## src/rtl/uart_pkg.sv

```systemverilog
// Shared UART definitions: receive FSM state encoding, parity-type codes used by both
// the TX parity calculator and the RX checker, and a 3-input majority helper.
package uart_pkg;

    typedef enum logic [2:0] {
        ST_IDLE,
        ST_START,
        ST_DATA,
        ST_PARITY,
        ST_STOP
    } uart_state_t;

    localparam logic PAR_EVEN = 1'b0;
    localparam logic PAR_ODD  = 1'b1;

    function automatic logic maj3(input logic a, input logic b, input logic c);
        return (a & b) | (a & c) | (b & c);
    endfunction

endpackage

```

## src/rtl/uart_rx_sampler.sv

```systemverilog
// RX line synchroniser, per-bit oversample counter and bit-value sampler (UART_RX_MAJORITY_EN: 3-sample majority vote).
// Latency: 2 cycles pin-to-rx_s; decide fires at edge_cnt==MID (MID+1 with majority vote).
// Backpressure: none; strobes are single-cycle and only generated while run is high.
module uart_rx_sampler
    import uart_pkg::*;
#(
    parameter int OVERSAMPLE = 8
) (
    input  logic CLK,
    input  logic RST,
    input  logic rx_in,
    input  logic run,
    output logic rx_s,
    output logic sampled_bit,
    output logic decide,
    output logic bit_end
);

    localparam int CW  = $clog2(OVERSAMPLE);
    localparam int MID = OVERSAMPLE / 2;

    logic          sync1;
    logic          sync2;
    logic [CW-1:0] edge_cnt;

    // Counter is held at zero while idle so every frame starts its bit timing fresh.
    always_ff @(posedge CLK or posedge RST) begin
        if (RST) begin
            sync1    <= 1'b1;
            sync2    <= 1'b1;
            edge_cnt <= '0;
        end else begin
            sync1 <= rx_in;
            sync2 <= sync1;
            if (!run || bit_end) begin
                edge_cnt <= '0;
            end else begin
                edge_cnt <= edge_cnt + 1'b1;
            end
        end
    end

    assign rx_s    = sync2;
    assign bit_end = run && (edge_cnt == CW'(OVERSAMPLE - 1));

`ifdef UART_RX_MAJORITY_EN
    logic s_lo;
    logic s_mid;

    always_ff @(posedge CLK or posedge RST) begin
        if (RST) begin
            s_lo  <= 1'b1;
            s_mid <= 1'b1;
        end else begin
            if (run && (edge_cnt == CW'(MID - 1))) begin
                s_lo <= rx_s;
            end
            if (run && (edge_cnt == CW'(MID))) begin
                s_mid <= rx_s;
            end
        end
    end

    // Third vote is the live sample at MID+1, so the decision is made that same cycle.
    assign sampled_bit = maj3(s_lo, s_mid, rx_s);
    assign decide      = run && (edge_cnt == CW'(MID + 1));
`else
    assign sampled_bit = rx_s;
    assign decide      = run && (edge_cnt == CW'(MID));
`endif

endmodule

```

## src/rtl/uart_rx_frame.sv

```systemverilog
// UART receive framer: start detect, LSB-first deserialise, optional parity and stop check (UART_RX_MAJORITY_EN in sampler).
// Latency: strobe one cycle after the stop-bit decision, plus 2 synchroniser cycles from the pin.
// Backpressure: none; exactly one single-cycle strobe per completed frame, P_DATA held until next good frame.
module uart_rx_frame
    import uart_pkg::*;
#(
    parameter int WIDTH      = 8,
    parameter int OVERSAMPLE = 8
) (
    input  logic             CLK,
    input  logic             RST,
    input  logic             RX_IN,
    input  logic             parity_enable,
    input  logic             PAR_TYP,
    output logic [WIDTH-1:0] P_DATA,
    output logic             data_valid,
    output logic             parity_error,
    output logic             stop_error
);

    localparam int BW = (WIDTH > 1) ? $clog2(WIDTH) : 1;

    uart_state_t      state;
    uart_state_t      state_n;
    logic [BW-1:0]    bit_cnt;
    logic [BW-1:0]    bit_cnt_n;
    logic [WIDTH-1:0] shift_q;
    logic [WIDTH-1:0] shift_n;
    logic [WIDTH-1:0] p_data_n;
    logic             par_en_q;
    logic             par_en_n;
    logic             par_typ_q;
    logic             par_typ_n;
    logic             par_err_q;
    logic             par_err_n;
    logic             data_valid_n;
    logic             parity_error_n;
    logic             stop_error_n;
    logic             exp_par;

    logic rx_s;
    logic sampled_bit;
    logic decide;
    logic bit_end;
    logic run;

    assign run = (state != ST_IDLE);

    uart_rx_sampler #(
        .OVERSAMPLE(OVERSAMPLE)
    ) u_sampler (
        .CLK        (CLK),
        .RST        (RST),
        .rx_in      (RX_IN),
        .run        (run),
        .rx_s       (rx_s),
        .sampled_bit(sampled_bit),
        .decide     (decide),
        .bit_end    (bit_end)
    );

    assign exp_par = (par_typ_q == PAR_EVEN) ? ^shift_q : ~^shift_q;

    always_ff @(posedge CLK or posedge RST) begin
        if (RST) begin
            state        <= ST_IDLE;
            bit_cnt      <= '0;
            shift_q      <= '0;
            par_en_q     <= 1'b0;
            par_typ_q    <= 1'b0;
            par_err_q    <= 1'b0;
            P_DATA       <= '0;
            data_valid   <= 1'b0;
            parity_error <= 1'b0;
            stop_error   <= 1'b0;
        end else begin
            state        <= state_n;
            bit_cnt      <= bit_cnt_n;
            shift_q      <= shift_n;
            par_en_q     <= par_en_n;
            par_typ_q    <= par_typ_n;
            par_err_q    <= par_err_n;
            P_DATA       <= p_data_n;
            data_valid   <= data_valid_n;
            parity_error <= parity_error_n;
            stop_error   <= stop_error_n;
        end
    end

    always_comb begin
        state_n        = state;
        bit_cnt_n      = bit_cnt;
        shift_n        = shift_q;
        par_en_n       = par_en_q;
        par_typ_n      = par_typ_q;
        par_err_n      = par_err_q;
        p_data_n       = P_DATA;
        data_valid_n   = 1'b0;
        parity_error_n = 1'b0;
        stop_error_n   = 1'b0;

        case (state)
            ST_IDLE: begin
                // Frame format is frozen here; later changes on the inputs do not affect this frame.
                if (!rx_s) begin
                    state_n   = ST_START;
                    bit_cnt_n = '0;
                    par_en_n  = parity_enable;
                    par_typ_n = PAR_TYP;
                    par_err_n = 1'b0;
                end
            end
            ST_START: begin
                if (decide && sampled_bit) begin
                    state_n = ST_IDLE;
                end else if (bit_end) begin
                    state_n = ST_DATA;
                end
            end
            ST_DATA: begin
                if (decide) begin
                    shift_n = {sampled_bit, shift_q[WIDTH-1:1]};
                end
                if (bit_end) begin
                    if (bit_cnt == BW'(WIDTH - 1)) begin
                        bit_cnt_n = '0;
                        state_n   = par_en_q ? ST_PARITY : ST_STOP;
                    end else begin
                        bit_cnt_n = bit_cnt + 1'b1;
                    end
                end
            end
            ST_PARITY: begin
                if (decide) begin
                    par_err_n = (sampled_bit != exp_par);
                end
                if (bit_end) begin
                    state_n = ST_STOP;
                end
            end
            ST_STOP: begin
                // Leaving at mid-stop lets the next start edge be caught without losing a bit.
                if (decide) begin
                    state_n = ST_IDLE;
                    if (!sampled_bit) begin
                        stop_error_n = 1'b1;
                    end else if (par_err_q) begin
                        parity_error_n = 1'b1;
                    end else begin
                        data_valid_n = 1'b1;
                        p_data_n     = shift_q;
                    end
                end
            end
            default: begin
                state_n = ST_IDLE;
            end
        endcase
    end

endmodule

```

## config.mk

```make
export PLATFORM = sky130hd
export DESIGN_NAME = uart_rx_frame
export DESIGN_NICKNAME = d
export VERILOG_FILES = /design/src/rtl/uart_pkg.sv /design/src/rtl/uart_rx_sampler.sv /design/src/rtl/uart_rx_frame.sv
export SDC_FILE = /design/constraint.sdc
export NUM_CORES = 1
export LEC_CHECK = 0
export ABC_AREA = 1
export CORE_ASPECT_RATIO = 0.75
export CORE_UTILIZATION = 47
export DETAILED_ROUTE_END_ITERATION = 8
export GPL_ROUTABILITY_DRIVEN = 0
export PLACE_DENSITY_LB_ADDON = 0.25
export SLEW_MARGIN = 25
export SYNTH_ARGS = -nofsm -noshare
export SYNTH_HDL_FRONTEND = slang
export SYNTH_HIERARCHICAL = 1
export SYNTH_SLANG_ARGS = --single-unit
```

## constraint.sdc

```tcl
create_clock -name CLK -period 4.9 [get_ports CLK]
set_clock_uncertainty 0.2 [all_clocks]
set_input_delay 0.98 -clock CLK [delete_from_list [all_inputs] [get_ports CLK]]
set_output_delay 0.98 -clock CLK [all_outputs]
set_load 0.05 [all_outputs]
```

==> flow_summary.yaml <==
die:
  start_util: 0.507
  fp.dieW_um: 71.9
  die-area_um2: 3920
  num_io_pins: 16
  rows: 18
  die_h_um: 54.5
  core_um2: 3400
logic_synthesis:
  syn_area_um2: 1720
  synth_seq_area_share: 0.480
  yosys.area.top_type: "dfrtp_1"
  syn_avg_cell_area_um2: 8.09
  synth_edf_count: 0
  synth_nets: 223
  synthArstFlopShare: 1.00
  synth.area.top_cells: "dfrtp_1 (45%), nand2_1 (13%), inv_1 (8.3%)"
  synth_most_common_cell: "nand2_1"
  ys_types: 25
  ys.warnings.count: 6
  synth_ff_type: "dfrtp_1"
  yosys-top-cells-count: "nand2_1 (62), inv_1 (38), dfrtp_1 (31)"
  synth-seq-cells: 33
  synth_cells: 213
  synth_top_area_frac: 0.450
worst_setup_path:
  required_ns: 3.72
  critical-path-top-delay-family: "buffers and inverters"
  cp.buffers_inverters: 1
  setup.worst_path.start: "P_DATA[0]$_DFFE_PP0P_"
  slowest_stage: "clkdlybuf4s50_1"
  r2r_end: "state[1]$_DFFE_PP0P_"
  critPathKind: "reg -> out"
  rr_startpoint: "state[0]$_DFFE_PP0P_"
  rr_worst_depth: 13
  reg2reg_slack_ns: 2.81
  critical_path.cell_chain: "clkdlybuf4s50_1"
  worstSetupEndpointType: "output port"
  crit_fanout: 2
  cp.arrival_ns: 1.44
  worst_path_largest_cell_delay_ns: 0.80
  start_kind: "flip-flop"
global_route:
  antenna_found_initial: 0
  grt_overflow: 0
  grt_pass1_vias: 1105
  grt_max_degree: 29
  grt_pass1_wl_um: 5060
  grt_usage: 0.182
detailed_routing:
  ant_nets: 0
  drc: 0
  wl_met2_um: 1170
  vias_per_cell: 4.68
  drt-met1-wl_um: 1700
  drt_iter0_markers: 80
  wl_per_cell_um: 10.8
  drt-total-wl_um: 3050
  wl_met3_um: 143
  vias: 1324
  first_pass_iters: 4
  routed.top_layer: "met4"
power:
  p_switching_mw: 0.321
  power_density_nw_per_um2: 447
  p_leak_nw: 1.00
  power_mw: 0.904
  ir_drop_uv: 345
  swShare: 0.355
  seqPwrFrac: 0.392
  clkPwrFrac: 0.293
  p_int_mw: 0.583
  combPwrFrac: 0.315
timing:
  fin_crit_ns: 2.62
  fin_tns_setup_ns: 0
  timing.hold.ws_ns: 0.148
  setup_violations: 0
  finalWorstSetupSlack_ns: 2.28
  fmax_ghz: 0.382
  slew_headroom: 0.613
  worst_pin_slew_ns: 0.580
  hold_viol_final: 0
  period_share: 0.534
  rsz0062_at_grt: "false"
  drv_slew: 0
clock_tree:
  numCtsBuffers: 5
  cts_tree: "yes"
  h-tree-depth: 2
  clock_sinks: 33
  post_cts_buffers: 0
  root_buffer: "clkbuf_8"
  cts_resized: 0
  cts.reportedPaths.clkPinSlew_ns: 0.07
  clk_path_buf_depth: 2
  clock_latency_ns: 0.29
  postCtsHoldBufs: 0
hold_path:
  worstHoldEndpoint: "u_sampler/rx_s$_DFF_PP1_"
  min-delay-start: "u_sampler/sync1$_DFF_PP1_"
  hold_class: "reg -> reg"
  hold_depth: 0
place:
  post-place-ws_ns: 2.59
  hpwlAfterDp_um: 2260
  io_buffers: 15
run_status:
  status: "completed"
cells_and_area:
  diodes: 0
  syn_to_final_growth_pct: 17.3
  drive_gt1_frac: 0.146
  fin_nets: 242
flow_run:
  maxCapViolations: 0
[cell families (layout without fill, tap and decap cells)]
logic type	count (synthesis)	in the layout	share of synthesized area
compound gates	29	29	0.109
xor+xnor	1	1	0.00508
fa+ha+maj	5	5	0.0363
buf+inv	45	65	0.109
flops	33	33	0.480
simple gates	100	100	0.261
[registers in the layout (all words and copies together), names as in the netlist]
signal and flops:
P_DATA 8, bit_cnt 3, data_valid 1, par_en_q 1, par_err_q 1, par_typ_q 1
parity_error 1, shift_q 8, state 3, stop_error 1, u_sampler/edge_cnt 3, u_sampler/rx_s 1
u_sampler/sync1 1
[metal layers]
metal / global-route usage / vias to the layer above
li1: - / 689
met3: 0.0663 / 5
met4: 0.0980 / 0
met5: 0 / -
met1: 0.258 / 594
met2: 0.239 / 36
[power by group through the flow]
stage | logic [mW] | clock network [mW] | registers, mW
2_1_floorplan | 0.234 | 0 | 0.350
3_3_place_gp | 0.279 | 0 | 0.357
3_5_place_dp | 0.283 | 0 | 0.358
4_1_cts | 0.285 | 0.269 | 0.353
5_1_grt | 0.330 | 0.282 | 0.359
6_report | 0.285 | 0.265 | 0.354
[how the worst max path moves through the flow]
stage                                   endpoint  slack, ns  cells past startpoint
after global placement    bit_cnt[1]$_DFFE_PP0P_       2.38                      2
final                                  P_DATA[0]       2.28                      1
after floorplan             state[1]$_DFFE_PP0P_       3.06                     13
after CTS                              P_DATA[7]       2.27                      1
after detailed placement               P_DATA[7]       2.59                      1
after global routing                   P_DATA[2]       2.22                      1
[metrics by stage]
step,cell area (um2),instances,utilization
after floorplan,1720,213,-
after CTS,2020,283,0.595
after detailed placement,1910,275,0.561
after global routing,2020,283,0.595
after global placement,1910,275,0.561
final,2020,283,0.595
[cells in the final DEF (no fill, tap or decap), drive strengths merged]
| master | count |
|---|---|
| a21oi | 5 |
| bufinv | 1 |
| clkbuf | 7 |
| clkdlybuf4s50 | 15 |
| dfrtp | 31 |
| dfstp | 2 |
| ha | 5 |
| inv | 42 |
| nand2 | 67 |
| nand3 | 12 |
| nand3b | 1 |
| nand4 | 1 |
| nor2 | 16 |
| nor3 | 2 |
| o21ai | 23 |
| o22ai | 1 |
| or2 | 1 |
| xor2 | 1 |
[cell type report]
class                   count  area [um2]
fillers                   328        1380
flip-flops and latches     33         828
multi-input cells         135         708
inverters                  42         158
repair buffers             15         150
clock buffers               7        86.3
well taps                  50        62.6
clock inverters             1        30.0
Note: power is estimated with default switching activity, not from simulation.
